## src/rtl/shifter_pkg.sv

```systemverilog
// Shared definitions for the multi-cycle shift sequencer: state encoding,
// shift directions and default geometry.
package shifter_pkg;

    localparam int unsigned DEF_WIDTH = 32;
    localparam int unsigned DEF_AMT_W = 5;

    localparam logic DIR_LEFT  = 1'b0;
    localparam logic DIR_RIGHT = 1'b1;

    // 2'd3 is unused; the sequencer decodes it as IDLE.
    typedef enum logic [1:0] {
        ST_IDLE  = 2'd0,
        ST_SHIFT = 2'd1,
        ST_DONE  = 2'd2
    } state_e;

endpackage

```

## src/rtl/shift_stage_1.sv

```systemverilog
// Combinational single-position shifter: arithmetic right or logical left.
module shift_stage_1
    import shifter_pkg::*;
#(
    parameter int unsigned WIDTH = DEF_WIDTH
) (
    input  logic             dir,
    input  logic [WIDTH-1:0] d,
    output logic [WIDTH-1:0] q
);

    always_comb begin
        if (dir == DIR_RIGHT) begin
            q = {d[WIDTH-1], d[WIDTH-1:1]};
        end else begin
            q = {d[WIDTH-2:0], 1'b0};
        end
    end

endmodule

```

## src/rtl/shift_sequencer.sv

```systemverilog
// Multi-cycle shift controller: reuses one single-position stage SH_AMT times
// per request, with valid/ready handshakes on both the request and result sides.
module shift_sequencer
    import shifter_pkg::*;
#(
    parameter int unsigned WIDTH = DEF_WIDTH,
    parameter int unsigned AMT_W = DEF_AMT_W,
    parameter int unsigned CNT_W = 16
) (
    input  logic             CLK,
    input  logic             RST,
    input  logic             REQ_VALID,
    output logic             REQ_READY,
    input  logic             SH_DIR,
    input  logic [AMT_W-1:0] SH_AMT,
    input  logic [WIDTH-1:0] D_IN,
    output logic             RES_VALID,
    input  logic             RES_READY,
    output logic [WIDTH-1:0] D_OUT,
    output logic             BUSY,
    output logic [CNT_W-1:0] OPS_DONE
);

    state_e             state_q, state_d;
    logic [WIDTH-1:0]   data_q, data_d;
    logic [AMT_W-1:0]   cnt_q, cnt_d;
    logic               dir_q, dir_d;
    logic [CNT_W-1:0]   ops_q, ops_d;
    logic [WIDTH-1:0]   stage_q;
    logic               req_ready;
    logic               busy;
    logic               load;

    shift_stage_1 #(
        .WIDTH(WIDTH)
    ) u_stage (
        .dir(dir_q),
        .d  (data_q),
        .q  (stage_q)
    );

    always_comb begin
        state_d   = state_q;
        data_d    = data_q;
        cnt_d     = cnt_q;
        dir_d     = dir_q;
        ops_d     = ops_q;
        req_ready = 1'b0;
        busy      = 1'b0;
        load      = 1'b0;

        case (state_q)
            ST_SHIFT: begin
                busy   = 1'b1;
                data_d = stage_q;
                cnt_d  = cnt_q - AMT_W'(1);
                if (cnt_q == AMT_W'(1)) begin
                    state_d = ST_DONE;
                end
            end
            ST_DONE: begin
                busy      = 1'b1;
                req_ready = RES_READY;
                if (RES_READY) begin
                    ops_d   = ops_q + CNT_W'(1);
                    state_d = ST_IDLE;
                    load    = REQ_VALID;
                end
            end
            default: begin
                req_ready = 1'b1;
                load      = REQ_VALID;
            end
        endcase

        // Request capture is shared by IDLE and the back-to-back path out of DONE.
        if (load) begin
            dir_d   = SH_DIR;
            cnt_d   = SH_AMT;
            data_d  = D_IN;
            state_d = (SH_AMT == '0) ? ST_DONE : ST_SHIFT;
        end
    end

    always_ff @(posedge CLK) begin
        if (RST) begin
            state_q <= ST_IDLE;
            data_q  <= '0;
            cnt_q   <= '0;
            dir_q   <= DIR_LEFT;
            ops_q   <= '0;
        end else begin
            state_q <= state_d;
            data_q  <= data_d;
            cnt_q   <= cnt_d;
            dir_q   <= dir_d;
            ops_q   <= ops_d;
        end
    end

    assign REQ_READY = req_ready && !RST;
    assign BUSY      = busy && !RST;
    assign RES_VALID = (state_q == ST_DONE);
    assign D_OUT     = data_q;
    assign OPS_DONE  = ops_q;

endmodule

```

## config.mk

```make
export PLATFORM = sky130hd
export DESIGN_NAME = shift_sequencer
export DESIGN_NICKNAME = d
export VERILOG_FILES = /design/src/rtl/shifter_pkg.sv /design/src/rtl/shift_stage_1.sv /design/src/rtl/shift_sequencer.sv
export SDC_FILE = /design/constraint.sdc
export NUM_CORES = 1
export LEC_CHECK = 0
export ABC_AREA = 1
export CAP_MARGIN = 10
export CORE_MARGIN = 1
export CORE_UTILIZATION = 45
export DETAILED_ROUTE_END_ITERATION = 16
export PLACE_DENSITY = 0.87
export SLEW_MARGIN = 10
export SYNTH_ARGS = -nofsm -noshare
export SYNTH_HDL_FRONTEND = slang
export SYNTH_SLANG_ARGS = --single-unit
export TNS_END_PERCENT = 1
```

## constraint.sdc

```tcl
create_clock -name CLK -period 1.7 [get_ports CLK]
set_input_delay 0.34 -clock CLK [delete_from_list [all_inputs] [get_ports CLK]]
set_output_delay 0.34 -clock CLK [all_outputs]
set_load 0.02 [all_outputs]
```

==> impl_metrics.csv <==
group,metric,value,unit
flow_run,maxCapViolCount,0,
yosys,synth_area_per_cell,6.03,sq um
worst_setup_path,ff2ff_setup_slack,-7,ps
power_and_ir_drop,p_leak,2.75,nW
clock_network,path_clk_slew,100,ps
routing,vias,3826,
timing,slew_headroom,0.797,
clock_network,clock_path_buffers,2,
timing,finClkSkew,12.3,ps
yosys,synthCells,533,
placement,gp_congestion,0.922,
die,io_pins,93,
worst_setup_path,cp_top_family,"buffers and inverters",
hold_path,min_from,"OPS_DONE[9]",
power_and_ir_drop,p_int,0.00355,W
layout,fillCellCount,538,
power_and_ir_drop,irDropWorstVdd,673,uV
worst_setup_path,max_stage_delay,340,ps
power_and_ir_drop,power_frac_comb,0.574,
placement,io_buffers,92,
clock_network,root_buffer,"clkbuf_8",
grt,grt_usage,0.251,
layout,final_core_util,0.709,
routing,dr.first_iter.drc_count,316,
clock_network,cts-hold-fix-buffers,0,
timing,rsz0062_at_grt,"true",
hold_path,hp-class,"reg2reg",
worst_setup_path,slowest_stage,"dfxtp_2",
layout,most-common-layout-cells,"nand2_1, inv_1, clkdlybuf4s50_1, dfxtp_1, nor2_1",
layout,num_antenna_cells,0,
status,status,"finished with violations",
routing,vias_per_cell,5.10,
grt,grt-ovfl-total,0,
layout,final_nets,701,
grt,grt_max_degree,37,
power_and_ir_drop,seqPwrFrac,0.304,
worst_setup_path,critPathBufInv,6,
yosys,yosysUniqueCellTypes,28,
status,violations,"setup timing",
die,dieArea,7490,sq um
clock_network,cts_tree,"yes",
yosys,ys_seq_elements,56,
grt,antenna_found_initial,0,
worst_setup_path,crit_required,1900,ps
grt,first_global_vias,3485,
grt,grt_first_pass_wirelength,15100,um
timing,worst_pin_slew,302,ps
clock_network,cts_buffers,5,
die,rows,30,
timing,setup_viol,1,
routing,drtPass1Iterations,6,
timing,final_hold_viol_count,0,
routing,routedWlPerCell,13.7,um
power_and_ir_drop,p_switching,0.00258,W
die,coreArea,6830,sq um
worst_setup_path,end_kind,"flip-flop",
timing,max_freq,586,MHz
clock_network,cts_max_level,2,
layout,areaGrowthSynthToFinish,50.6,%
timing,drv_slew,0,
layout,drive_above_1_share,0.121,
worst_setup_path,critPathKind,"reg2reg",
worst_setup_path,worstPathArrival,1910,ps
worst_setup_path,path_cells,"inv_2 > buf_6 > ha_4 > nand2_2 > buf_4 > a21oi_4 > buf_12 > clkbuf_16 > nand2_1 > nand2_1 > o21ai_1 > inv_1",
worst_setup_path,cpMostUsedCell,"nand2_1",
worst_setup_path,crit_fanout,9,
die,die_w,86.5,um
worst_setup_path,r2r_start,"state_q[0]",
clock_network,clk_latency,300,ps
routing,finalWirelength,10300,um
die,die_y,86.5,um
yosys,syn_nets,581,
yosys,ys_seq_area_frac,0.349,
worst_setup_path,critPathLaunch,"state_q[0]",
worst_setup_path,critPathLaunchType,"flip-flop",
timing,min_period,1710,ps
layout,mostFrequentLayoutCell,"nand2_1",
die,start_util,0.471,
worst_setup_path,r2r-end,"D_OUT[19]",
placement,hpwl,6740,um
yosys,ys_warn_count,0,
clock_network,cts_sinks,56,
hold_path,hold_depth,2,
power_and_ir_drop,clock_power_share,0.122,
timing,fin_ws,-6.57,ps
routing,ant_nets,0,
yosys,synthesis.area,3220,sq um
power_and_ir_drop,sw_frac_of_total,0.422,
routing,drt_drc_violations_left,0,
worst_setup_path,reg2regPathDepth,12,
timing,fin_crit_sh,1.00,
power_and_ir_drop,power_density,1270,nW/um^2
hold_path,hold-path-endpoint,"OPS_DONE[9]",
timing,finalSetupTns,-6.57,ps
-- through the flow --
stage	cell area, sq um	hold slack [ps]	total power [W]	instances	setup slack, ps
after global placement	4450	471	0.00472	732	-316
after global routing	4840	537	0.00652	750	-114
after CTS	4550	519	0.00560	741	1.59
after detailed placement	4450	506	0.00483	732	-310
final	4840	519	0.00613	750	-6.57
after floorplan	3220	461	0.00361	533	92.4
-- state kept, by name (all words and copies together), names as in the netlist --
name,flops
OPS_DONE,16
state_q,2
cnt_q,5
dir_q,1
D_OUT,32
-- layout make-up --
cell class	instances	area, sq um	share of cell area
Multi-Input combinational cell	385	1780	0.367
Timing Repair Buffer	133	1450	0.299
Sequential cell	56	1120	0.232
Inverter	72	280	0.0579
Tap cell	96	120	0.0248
Clock buffer	6	82.6	0.0171
Clock inverter	2	10.0	0.00207
-- worst max-delay path by stage --
stage	endpoint	slack (ps)	cells after the start
after floorplan	D_OUT[10]	90	12
after global placement	REQ_READY	-320	4
after detailed placement	REQ_READY	-310	4
after CTS	D_OUT[15]	2	1
after global routing	D_OUT[19]	-110	13
final	D_OUT[19]	-7	12
-- Yosys cell counts, drive strengths merged --
master,n,area (sq um)
nor2,39,156
nand3,29,145
inv,72,273
clkbuf,10,37.5
nor3b,2,15.0
dfxtp,56,1120
a21oi,29,156
nor3,5,25.0
nand4,5,31.3
o22ai,1,6.26
nor4,1,6.26
o211ai,1,7.51
ha,6,75.1
o21a,2,15.0
o21ai,23,115
buf,10,78.8
nand2,239,925
xor2,3,26.3
-- what timing repair did --
item	in CTS	in global routing
buffers inserted	1	4
setup endpoints to repair	49	69
cloned	0	5
pin swaps	0	7
gates resized for setup	24	47
-- tightest hold or removal path: stages, from the launching register on --
cell and delay (ps):
dfxtp_1 360, inv_1 60, a21oi_1 60
-- cells by family after synthesis --
logic type / Yosys count / share of synthesized area
compound gates: 56 / 0.0934
xor+xnor: 3 / 0.00817
fa+ha+maj: 6 / 0.0233
buf+inv: 92 / 0.121
flops: 56 / 0.349
simple gates: 320 / 0.405
-- power groups by stage --
| stage | registers, W | clock network (W) | logic (W) |
|---|---|---|---|
| after floorplan | 0.00205 | 0 | 0.00155 |
| after global placement | 0.00185 | 0 | 0.00287 |
| after detailed placement | 0.00187 | 0 | 0.00296 |
| after CTS | 0.00185 | 0.000763 | 0.00299 |
| after global routing | 0.00189 | 0.000814 | 0.00381 |
| final | 0.00186 | 0.000751 | 0.00352 |
-- per-layer routing --
| metal | up-vias | wire length (um) | share of wire | GRT usage |
|---|---|---|---|---|
| li1 | 1876 | - | - | - |
| met1 | 1726 | 4100 | 0.40 | 0.285 |
| met2 | 184 | 5060 | 0.49 | 0.468 |
| met3 | 40 | 734 | 0.071 | 0.0400 |
| met4 | 0 | 403 | 0.039 | 0.0985 |
| met5 | - | 0 | 0 | 0 |
No activity file was read; power rests on OpenSTA's default activity.
==> edit 1 (same settings) <==
Change the package constant `DEF_AMT_W` from 5 to 10.
--- a/src/rtl/shifter_pkg.sv
+++ b/src/rtl/shifter_pkg.sv
@@ -3,7 +3,7 @@
 package shifter_pkg;
 
     localparam int unsigned DEF_WIDTH = 32;
-    localparam int unsigned DEF_AMT_W = 5;
+    localparam int unsigned DEF_AMT_W = 10;
 
     localparam logic DIR_LEFT  = 1'b0;
     localparam logic DIR_RIGHT = 1'b1;
Interface: changed (resized SH_AMT); port bits go from 93 to 98. The function was not compared with the original's and may differ.
==> edit 1 against the unedited design <==
  * Final area rose by 3.1%
  * Clock skew is 0.0026 ns lower
  * Power rose by 4.0%
  * Area after synthesis increased by 7.3%
  * Routed wire length shrank 2.8%
  * Critical path depth shrank 11
  * Hold slack worse by 0.043 ns
  * Sequential cell count grew 5
  * Setup slack gained 0.025 ns
  * Core utilization shrank 2.8 points
  * Critical path type is now flop to primary output
  * Largest cell class unchanged
==> edit 1: results (changes against the unedited design) <==
| Metric | Value |
|---|---|
| Seq/Total Area, Yosys | 35.4% (+0.52 points) |
| First-pass GRT wire length | 15.3 mm (+1.6%) |
| Delay of the slowest critical-path stage | 0.62 ns (+0.28 ns) |
| Switching share of total power | 42.4% (+0.26 points) |
| CP max stage cell | clkdlybuf4s50_1 |
| Number of global-route vias before repair | 3,534 (+1.4%) |
| Vias/cell | 5.11 (+0.26%) |
| Area post-placement | 0.00471 mm^2 (+5.9%) |
| Synth unique cells | 34 (+21%) |
| Pre-CTS WS | -0.366 ns (-0.0561 ns) |
| DRT iter0 DRCs | 206 (-35%) |
| Crit path max fanout | 3 (-6) |
| Htree depth | 3 (+1) |
| Post-Route WL | 10.0 mm (-2.8%) |
| TritonCTS Buffers | 9 (+4) |
| Slew headroom | 81.5% (+1.8 points) |
| I/O Buffers | 97 (+5.4%) |
| Routed len/inst | 13.4 um (-2.7%) |
| Clk slew on worst S/H paths | 0.07 ns (-0.03 ns) |
| DR pass1 iterations | 4 (-2) |
| Gpl congestion | 0.930 (+0.79%) |
| P_leak | 2.64 nW (-3.8%) |
| Max VDD drop | 0.593 mV (-12%) |
| Arr. time, crit path | 1.34 ns (-0.57 ns) |
| HPWL Detailed | 7.40 mm (+9.8%) |
| Largest net degree at the start of global routing | 31 (-16%) |
| Run status | finished, final reports clean |
| Mapped Cells | 526 (-1.3%) |
| Synth area leaders | dfxtp_1 (35%), nand2_1 (15%), inv_1 (10%) |
[edit 1: path summary, 6_finish.rpt]
kind | start | end | slack, ns | depth (start not counted)
max | D_OUT[7] | D_OUT[7] | 0.02 | 1
min | OPS_DONE[10] | OPS_DONE[10] | 0.48 | 2
max reg2reg | state_q[0] | D_OUT[14] | 0.10 | 11
min reg2reg | OPS_DONE[10] | OPS_DONE[10] | 0.48 | 2
[edit 1: cell type report]
cell class                 instances  area, um^2
timing repair buffer             132        1320
clock inverter                     5        27.5
multi-input combinational        347        1810
tap                               99         124
fill                             597        2340
sequential                        61        1230
inverter                          94         358
clock buffer                      11         131
[edit 1: stage by stage]
step | TNS, ns | hold slack [ns]
floorplan | 0 | 0.474
global placement | -8.25 | 0.465
detailed placement | -10.19 | 0.463
CTS | -0.0560 | 0.481
global route | -0.124 | 0.499
finish | 0 | 0.476
[edit 1: kinds of logic (layout without fill, tap and decap cells)]
group	Yosys count	count (layout)	share of synthesized area (%)
buffers and inverters	118	242	14.1
DFF	61	61	35.4
adders and majority gates	5	5	1.81
xor gates and xnor gates	6	6	1.52
AOI/OAI and AO/OA	101	101	18.6
and+or+nand+nor	233	233	28.0
muxes	2	2	0.580
[edit 1: metal layers]
layer	global-route usage, %	share of wire, %
met5	0	0
met4	14.6	3.5
met3	3.38	4.6
met2	42.6	50
met1	29.4	42
[edit 1: timing repair]
action,CTS,global route
resized for setup,24,42
setup buffers,0,2
pin swaps,0,9
endpoints found under the setup margin,23,70
[edit 1: power groups by stage]
stage               Combinational (mW)  Sequential [mW]  Clock, mW
finish                            3.33             1.98       1.07
global route                      3.65             2.00       1.15
CTS                               3.23             1.95       1.09
detailed placement                3.23             1.98          0
global placement                  3.11             1.97          0
floorplan                         1.86             2.15          0
==> edit 2 (config.mk and constraints unchanged) <==
Without the edit above. `data_q` no longer has a reset.
--- a/src/rtl/shift_sequencer.sv
+++ b/src/rtl/shift_sequencer.sv
@@ -85,17 +85,19 @@
     always_ff @(posedge CLK) begin
         if (RST) begin
             state_q <= ST_IDLE;
-            data_q  <= '0;
             cnt_q   <= '0;
             dir_q   <= DIR_LEFT;
             ops_q   <= '0;
         end else begin
             state_q <= state_d;
-            data_q  <= data_d;
             cnt_q   <= cnt_d;
             dir_q   <= dir_d;
             ops_q   <= ops_d;
         end
+    end
+
+    always_ff @(posedge CLK) begin
+        data_q <= data_d;
     end
 
     assign REQ_READY = req_ready && !RST;
Function: changed (a bounded check fails within 4 cycles, from zero or initial values and one cycle with RST high).
==> edit 2 against the unedited design <==
  * Routed wire length fell by 20%
  * Final area decreased by 7.8%
  * Power rose by 19%
  * Hold slack lost 0.053 ns
  * Count of clock-buffer cells in the layout did not move
  * Setup slack improved by 0.037 ns
  * Sequential cell count unchanged
  * Area after synthesis is 9.0% lower
  * Largest power group unchanged
  * Highest routed layer unchanged
==> edit 2: results (changes against the unedited design) <==
| Metric | Value |
|---|---|
| Run status | finished, final reports clean |
| Synth unique cells | 24 (-14%) |
| R2R Path End | D_OUT[12] |
| Synth cell count leaders | nand2_1 (109), nor2_1 (65), a31oi_1 (33), inv_1 (33), edfxtp_1 (32) |
| Layout clock area frac | 1.91% (-0.0058 points) |
| Reg-to-reg slack, setup | 0.03 ns (+0.04 ns) |
| Worst hold margin | 0.466 ns (-0.0528 ns) |
| Mapped Nets | 425 (-27%) |
| Detailed-route via count | 3,001 (-22%) |
| Share of layout cells above drive strength 1 | 12.2% (+0.14 points) |
| Post-Route WL | 8.24 mm (-20%) |
| Largest area contributor in the netlist | edfxtp_1 |
| Non-clock buffers | 121 (-9.0%) |
| Fill count | 469 (-13%) |
| Met2 WL | 4.05 mm (-20%) |
| Pre-CTS WS | -0.262 ns (+0.0483 ns) |
| Met1 wire length | 3.52 mm (-14%) |
| Crit path max fanout | 8 (-1) |
| Met3 Use GR | 4.95% (+0.95 points) |
| Post_cts resized | 16 (-33%) |
| GR Layer Usage met1 | 25.0% (-3.6 points) |
| Nets | 538 (-23%) |
| Ys async rst share | 0% (unchanged) |
| Sequential share of cell area | 32.4% (+9.1 points) |
| Synth Area in Adders | 2.57% (+0.23 points) |
| Area of the multi-input gates | 0.00137 mm^2 (-23%) |
| First-pass GRT wire length | 11.3 mm (-25%) |
| Gpl congestion | 0.862 (-6.5%) |
| GR Util met2 | 39.0% (-7.8 points) |
| Sum Neg Setup Slack | 0 ns (+0.00657 ns) |
| DRT iter0 DRCs | 196 (-38%) |
| Setup repair bufs after CTS | 0 (-1) |
| Hold Startpoint | OPS_DONE[8] |
| Routed wl met3 | 574 um (-22%) |
| Layout Skew | 0.00729 ns (-0.00500 ns) |
| Switching share of total power | 40.9% (-1.3 points) |
| Die width | 82.6 um (-4.5%) |
| Seq/Total Area, Yosys | 49.3% (+14 points) |
| P_int | 4.31 mW (+21%) |
| Synth area leaders | edfxtp_1 (33%), dfxtp_1 (16%), nand2_1 (14%) |
| Number of global-route vias before repair | 2,611 (-25%) |
| Largest net degree at the start of global routing | 35 (-5.4%) |
| Clock Power | 0.717 mW (-4.5%) |
| Vias/cell | 5.28 (+3.6%) |
| Comb pwr share | 54.8% (-2.6 points) |
| GRT Overall Usage | 21.6% (-3.5 points) |
| Signal buf overhead | 30.0% (+0.077 points) |
| Post-synth EDFFs | 32 (+32) |
| Placed insts | 554 (-24%) |
| DR pass1 iterations | 4 (-2) |
| HPWL Detailed | 5.45 mm (-19%) |
| End of the worst hold path | OPS_DONE[8] |
| Register area | 0.00144 mm^2 (+29%) |
| #MultiIn Comb | 271 (-30%) |
| Area post-placement | 0.00411 mm^2 (-7.5%) |
| Inverters | 35 (-51%) |
-- edit 2: cell count changes after synthesis, moves of 8 or more --
cell | unedited run | this run
a31oi_1 | 0 | 33
nand2_1 | 234 | 109
edfxtp_1 | 0 | 32
buf_2 | 0 | 8
nor2_1 | 37 | 65
inv_1 | 69 | 33
o21ai_1 | 12 | 1
nand3_1 | 29 | 17
dfxtp_1 | 56 | 24
a21oi_1 | 28 | 10
-- edit 2: worst max-delay path by stage --
| stage | from | cells past startpoint | endpoint | slack (ns) |
|---|---|---|---|---|
| final | state_q[0] | 9 | D_OUT[12] | 0.03 |
| after global placement | RES_READY | 4 | REQ_READY | -0.26 |
| after floorplan | state_q[0] | 8 | D_OUT[31] | 0.004 |
| after detailed placement | RES_READY | 4 | REQ_READY | -0.26 |
| after global routing | state_q[0] | 9 | D_OUT[5] | -0.02 |
| after CTS | state_q[0] | 9 | D_OUT[15] | 0.0004 |
